File: src/rtl/hex_display_mux_pkg.sv
// Shared definitions for the hex display blocks: seven-segment glyphs,
// the blank pattern and the PWM phase width.
package hex_display_mux_pkg;

  // Segment order inside a glyph is {A,B,C,D,E,F,G}, active-high.
  typedef logic [6:0] seg7_t;
  typedef logic [3:0] bright_t;

  localparam int          PWM_W      = 4;
  localparam bright_t     BRIGHT_MAX = 4'hF;
  localparam logic [7:0]  SEG_OFF    = 8'h00;

  localparam seg7_t SEG7_0 = 7'b1111110;
  localparam seg7_t SEG7_1 = 7'b0110000;
  localparam seg7_t SEG7_2 = 7'b1101101;
  localparam seg7_t SEG7_3 = 7'b1111001;
  localparam seg7_t SEG7_4 = 7'b0110011;
  localparam seg7_t SEG7_5 = 7'b1011011;
  localparam seg7_t SEG7_6 = 7'b1011111;
  localparam seg7_t SEG7_7 = 7'b1110000;
  localparam seg7_t SEG7_8 = 7'b1111111;
  localparam seg7_t SEG7_9 = 7'b1111011;
  localparam seg7_t SEG7_A = 7'b1110111;
  localparam seg7_t SEG7_B = 7'b0011111;
  localparam seg7_t SEG7_C = 7'b1001110;
  localparam seg7_t SEG7_D = 7'b0111101;
  localparam seg7_t SEG7_E = 7'b1001111;
  localparam seg7_t SEG7_F = 7'b1000111;

endpackage

File: src/rtl/hex_to_seg7.sv
// Combinational hex nibble to seven-segment glyph decoder ({A..G}, active-high).
module hex_to_seg7
  import hex_display_mux_pkg::*;
(
  input  logic [3:0] nibble_i,
  output seg7_t      pattern_o
);

  always_comb begin
    // NOTE: assigning a default before the case keeps this block purely
    // combinational even if an arm is ever removed; no latch can be inferred.
    pattern_o = '0;
    unique case (nibble_i)
      4'h0: pattern_o = SEG7_0;
      4'h1: pattern_o = SEG7_1;
      4'h2: pattern_o = SEG7_2;
      4'h3: pattern_o = SEG7_3;
      4'h4: pattern_o = SEG7_4;
      4'h5: pattern_o = SEG7_5;
      4'h6: pattern_o = SEG7_6;
      4'h7: pattern_o = SEG7_7;
      4'h8: pattern_o = SEG7_8;
      4'h9: pattern_o = SEG7_9;
      4'hA: pattern_o = SEG7_A;
      4'hB: pattern_o = SEG7_B;
      4'hC: pattern_o = SEG7_C;
      4'hD: pattern_o = SEG7_D;
      4'hE: pattern_o = SEG7_E;
      4'hF: pattern_o = SEG7_F;
    endcase
  end

endmodule

File: src/rtl/hex_display_mux.sv
// Multiplexed common-anode hex display driver with decimal points, blanking,
// leading-zero suppression, 16-level PWM brightness and an end-of-frame strobe.
module hex_display_mux
  import hex_display_mux_pkg::*;
#(
  parameter int N_DIGITS  = 4,
  parameter int CNT_WIDTH = 14
) (
  input  logic                  clk,
  input  logic                  rst_n,
  input  logic [4*N_DIGITS-1:0] i_data,
  input  logic [N_DIGITS-1:0]   i_dp,
  input  logic                  i_we,
  input  logic [N_DIGITS-1:0]   i_blank,
  input  logic                  i_lzs,
  input  logic [3:0]            i_bright,
  input  logic                  i_cfg_we,
  output logic [N_DIGITS-1:0]   o_anodes,
  output logic [7:0]            o_segments,
  output logic                  o_frame
);

  localparam int                    POS_W    = $clog2(N_DIGITS);
  localparam logic [POS_W-1:0]      POS_LAST = POS_W'(N_DIGITS - 1);
  localparam logic [N_DIGITS-1:0]   DIGIT0   = {{(N_DIGITS-1){1'b0}}, 1'b1};

  logic [4*N_DIGITS-1:0] data_q,     data_d;
  logic [N_DIGITS-1:0]   dp_q,       dp_d;
  logic [N_DIGITS-1:0]   blank_q,    blank_d;
  logic                  lzs_q,      lzs_d;
  bright_t               bright_q,   bright_d;
  logic [CNT_WIDTH-1:0]  cnt_q,      cnt_d;
  logic [POS_W-1:0]      pos_q,      pos_d;
  logic [N_DIGITS-1:0]   anodes_q,   anodes_d;
  logic [7:0]            segments_q, segments_d;
  logic                  frame_q,    frame_d;

  logic [N_DIGITS-1:0]   suppress;
  logic [3:0]            cur_nibble;
  seg7_t                 cur_pattern;
  logic [PWM_W-1:0]      phase;
  logic                  slot_end;
  logic                  pwm_on;
  logic                  dark;

  always_comb begin
    data_d   = data_q;
    dp_d     = dp_q;
    blank_d  = blank_q;
    lzs_d    = lzs_q;
    bright_d = bright_q;
    if (i_we) begin
      data_d = i_data;
      dp_d   = i_dp;
    end
    if (i_cfg_we) begin
      blank_d  = i_blank;
      lzs_d    = i_lzs;
      bright_d = i_bright;
    end
  end

  // Free-running prescaler; the digit position steps on its all-ones value.
  assign slot_end = &cnt_q;

  always_comb begin
    cnt_d   = cnt_q + 1'b1;
    pos_d   = pos_q;
    frame_d = 1'b0;
    if (slot_end) begin
      if (pos_q == POS_LAST) begin
        pos_d   = '0;
        frame_d = 1'b1;
      end else begin
        pos_d = pos_q + 1'b1;
      end
    end
  end

  // Prefix-OR from the most significant digit down: a digit is a leading zero
  // when it and everything above it are zero. Digit 0 always shows.
  always_comb begin : lzs_mask
    logic seen;
    seen     = 1'b0;
    suppress = '0;
    for (int k = N_DIGITS - 1; k >= 0; k--) begin
      seen        = seen | (|data_q[4*k +: 4]);
      suppress[k] = lzs_q & (k != 0) & ~seen;
    end
  end

  assign cur_nibble = data_q[{pos_q, 2'b00} +: 4];

  hex_to_seg7 u_hex_to_seg7 (
    .nibble_i  (cur_nibble),
    .pattern_o (cur_pattern)
  );

  assign phase  = cnt_q[CNT_WIDTH-1 -: PWM_W];
  assign pwm_on = (phase <= bright_q);
  assign dark   = blank_q[pos_q] | suppress[pos_q] | ~pwm_on;

  always_comb begin
    anodes_d   = '1;
    segments_d = SEG_OFF;
    if (!dark) begin
      anodes_d   = ~(DIGIT0 << pos_q);
      segments_d = {cur_pattern, dp_q[pos_q]};
    end
  end

  always_ff @(posedge clk) begin
    if (!rst_n) begin
      // NOTE: the data buffer is a few flops rather than a RAM, so it is
      // cleared with the rest of the state; the display reads all zeros.
      data_q     <= '0;
      dp_q       <= '0;
      blank_q    <= '0;
      lzs_q      <= 1'b0;
      bright_q   <= BRIGHT_MAX;
      cnt_q      <= '0;
      pos_q      <= '0;
      anodes_q   <= '1;
      segments_q <= SEG_OFF;
      frame_q    <= 1'b0;
    end else begin
      // NOTE: non-blocking assignments make every register sample the
      // pre-edge values, independent of statement order.
      data_q     <= data_d;
      dp_q       <= dp_d;
      blank_q    <= blank_d;
      lzs_q      <= lzs_d;
      bright_q   <= bright_d;
      cnt_q      <= cnt_d;
      pos_q      <= pos_d;
      anodes_q   <= anodes_d;
      segments_q <= segments_d;
      frame_q    <= frame_d;
    end
  end

  assign o_anodes   = anodes_q;
  assign o_segments = segments_q;
  assign o_frame    = frame_q;

endmodule

File: config.mk
export PLATFORM = sky130hd
export DESIGN_NAME = hex_display_mux
export DESIGN_NICKNAME = d
export VERILOG_FILES = /design/src/rtl/hex_display_mux_pkg.sv /design/src/rtl/hex_to_seg7.sv /design/src/rtl/hex_display_mux.sv
export SDC_FILE = /design/constraint.sdc
export NUM_CORES = 1
export LEC_CHECK = 0
export BUFFER_PORTS_ARGS = -buffer_cell sky130_fd_sc_hd__buf_2
export CAP_MARGIN = 15
export CELL_PAD_IN_SITES_DETAIL_PLACEMENT = 1
export CELL_PAD_IN_SITES_GLOBAL_PLACEMENT = 2
export CORE_UTILIZATION = 30
export DETAILED_ROUTE_END_ITERATION = 12
export PLACE_DENSITY = 0.78
export SYNTH_ARGS = -nofsm -noshare
export SYNTH_HDL_FRONTEND = slang
export SYNTH_SLANG_ARGS = --single-unit
File: constraint.sdc
create_clock -name clk -period 1.9 [get_ports clk]
set_clock_uncertainty 0.05 [all_clocks]
set_input_delay 0.475 -clock clk [delete_from_list [all_inputs] [get_ports clk]]
set_output_delay 0.475 -clock clk [all_outputs]
set_load 0.05 [all_outputs]
==> reports/qor.txt <==
FF+latch count, synth - 58
Clock Tree Buf Depth - 2
Metal-1 WL - 3.119 mm
Rows - 34
Die Span X - 96.30 µm
Max-Cap Viols - 0
# DRC - 0
Area of the core - 0.008678 mm²
Post-synth cell types - 34
FMAX - 537.4 MHz
Placed wire-length estimate - 4.334 mm
Peak fanout along the critical path - 6
Dpl cells - 420
Layout cell share with drive strength beyond 1 - 34.14%
Commonest non-fill, non-tap cell in the layout - dfxtp_1
Area Overhead vs Synth - 31.14%
Critical Path RT - 2.13 ns
CP Cell Sequence - mux4_2, nand2b_4, or3_4, buf_6, nor2_2
Cts hold-fix bufs - 0
# fillers - 1002
Startpoint Class - flop
Routed WL - 6.016 mm
Syn avg cell area - 10.22 µm²
DR WL/cell - 13.70 µm
TritonCTS Buffers - 9
Post-Syn Area - 0.002668 mm²
Initial core utilization - 30.74%
Diodes inserted - 0
Syn Inst Count - 261
Critical Path End Type - flop
Adder-cell share of the synthesized area - 7.505%
Max VDD drop - 0.0003327 V
Outcome - complete, no violations
CP arrival - 2.09 ns
Fin util - 40.31%
Final instance area - 0.003498 mm²
First-pass DRT Iterations - 4
Drt initial violations - 36
Leakage - 1.540 nW
Compound-cell area share of the yosys netlist - 5.300%
# IOs - 46
Slowest CP cell - mux4_2
Final std cells w/o fill - 439
Mapped Nets - 310
Overflow after GRT - 0
Largest family of logic cells by synthesized area - simple AND/OR/NAND/NOR gates
Yosys warnings - 0
Slew margin rel. - 73.51%
Worst slack at placement - -0.1249 ns
Number of global-route vias before repair - 1976
Die ar. - 0.009273 mm²
Xor-xnor portion of the synthesized cell area - 4.268%
Routed vias - 2026
CTS tree - built
Hold Crit Class - in -> reg
RSZ-0062 raised after global routing - yes
Setup TNS - 0 ns
Max-slew violations - 0
CTS root buffer - clkbuf_8
Placed Area - 0.003128 mm²
Worst setup margin - 0.03933 ns
DR vias/cell - 4.615
CP max stage delay - 0.52 ns
Largest net degree at the start of global routing - 47
Worst-Margin Slew - 0.3973 ns
Setup violations, final - 0
Top sig layer - met4
Worst skew pair latency - 0.35 ns
Final ANT Viol Nets - 0
Die Y - 96.30 µm
Initial antenna violation count - 0
Clock sink count - 58
Final Cycle Share - 97.93%
Hold Fails Final Rpt - 0
Met2 WL - 2.519 mm
IO Port Bufs - 45
Synth Area in Simple Gates - 19.18%
Cell Pwr Density - 816.0 mW/mm²
GPL Wtd Cong - 0.7787
Post-synthesis mux area share - 16.98%
CP Class - reg -> reg
Sequential area share after synthesis - 43.53%
All-Layer GR Usage - 14.08%
CTS clk-pin slew, worst paths - 0.07 ns
First-pass GRT wire length - 9.632 mm
Nets@finish - 375
H-tree Lvls - 3
Most frequent cells in the layout - dfxtp_1, buf_2, mux2i_1
Min Clock Period, post-route - 1.861 ns
Met3 WL - 262 µm
-- sequential cells by signal, indices dropped and copies added, names as in the netlist --
register / flops
lzs_q: 1
o_anodes: 4
pos_q: 2
cnt_q: 14
o_segments: 8
blank_q: 4
data_q: 16
bright_q: 4
o_frame: 1
dp_q: 4
-- cell type report --
| type | count | area, µm² | area share (%) |
|---|---|---|---|
| clock buffers | 11 | 151.4 | 4.328 |
| clock inverters | 5 | 52.55 | 1.502 |
| inverters | 10 | 40.04 | 1.144 |
| multi-input cells | 181 | 1553 | 44.38 |
| flip-flops and latches | 58 | 1167 | 33.37 |
| well taps | 108 | 135.1 | 3.863 |
| repair buffers | 66 | 399.1 | 11.41 |
-- cells in the mapped netlist, drive strengths merged --
cell | count | area share, %
inv | 10 | 1.4
xor2 | 5 | 1.6
o21ai | 2 | 0.38
xnor2 | 8 | 2.6
mux4 | 4 | 3.4
nor3 | 5 | 0.94
clkbuf | 8 | 1.1
nand2b | 1 | 0.23
a211o | 1 | 0.33
a32o | 1 | 0.38
dfxtp | 58 | 44
nor2 | 5 | 0.70
o211ai | 3 | 0.84
a311oi | 2 | 0.66
mux2i | 34 | 13
nand2 | 19 | 2.7
nor2b | 29 | 6.8
a21boi | 2 | 0.56
or3 | 3 | 0.70
and2 | 11 | 2.6
ha | 16 | 7.5
nand3 | 7 | 1.3
a211oi | 2 | 0.56
o22a | 1 | 0.33
and3 | 6 | 1.4
and4 | 2 | 0.66
nor4 | 4 | 1.2
a21oi | 3 | 0.56
o22ai | 3 | 0.70
buf | 4 | 0.70
mux2 | 2 | 0.84
-- per-stage QoR --
stage	power, mW	hold slack (ns)
after floorplan	1.557	0.3708
after global placement	1.662	0.3829
after detailed placement	1.672	0.4017
after CTS	2.855	0.2906
after global routing	2.990	0.3027
final	2.855	0.2994
-- worst max-delay path, delay by kind of cell, from the launching register on --
family,cells,cell delay [ns]
flops,1,0.40
mux,1,0.52
buf+inv,1,0.14
simple gates,3,0.68
-- routing by layer --
metal | GRT usage, % | up-vias
li1 | - | 1032
met4 | 6.985 | 0
met2 | 20.39 | 38
met3 | 3.949 | 11
met1 | 19.04 | 945
met5 | 0 | -
-- final timing paths --
| kind | start | slack [ns] | endpoint | depth (start not counted) |
|---|---|---|---|---|
| setup reg to reg | pos_q[0] | 0.04 | o_segments[2] | 5 |
| hold / removal | i_bright[0] | 0.30 | bright_q[0] | 3 |
| hold reg to reg | cnt_q[0] | 0.41 | cnt_q[0] | 1 |
| setup / recovery | pos_q[0] | 0.04 | o_segments[2] | 5 |
-- cell families after synthesis --
group / count (synthesis)
buffers and inverters: 22
and+or+nand+nor: 92
xor gates and xnor gates: 13
DFF: 58
muxes: 40
adders and majority gates: 16
AOI/OAI and AO/OA: 20
-- repair_timing --
item | CTS | global route
setup endpoints to repair | 7 | 7
resized for setup | 5 | 26
buffers inserted | 0 | 3
pin swaps | 1 | 6
-- report_power, final --
group / switching [mW] / internal [mW] / total [mW]
clock network: 0.504 / 0.669 / 1.17
logic: 0.206 / 0.166 / 0.372
registers: 0.0352 / 1.27 / 1.31
total: 0.745 / 2.11 / 2.85
Note: power is estimated with default switching activity, not from simulation.
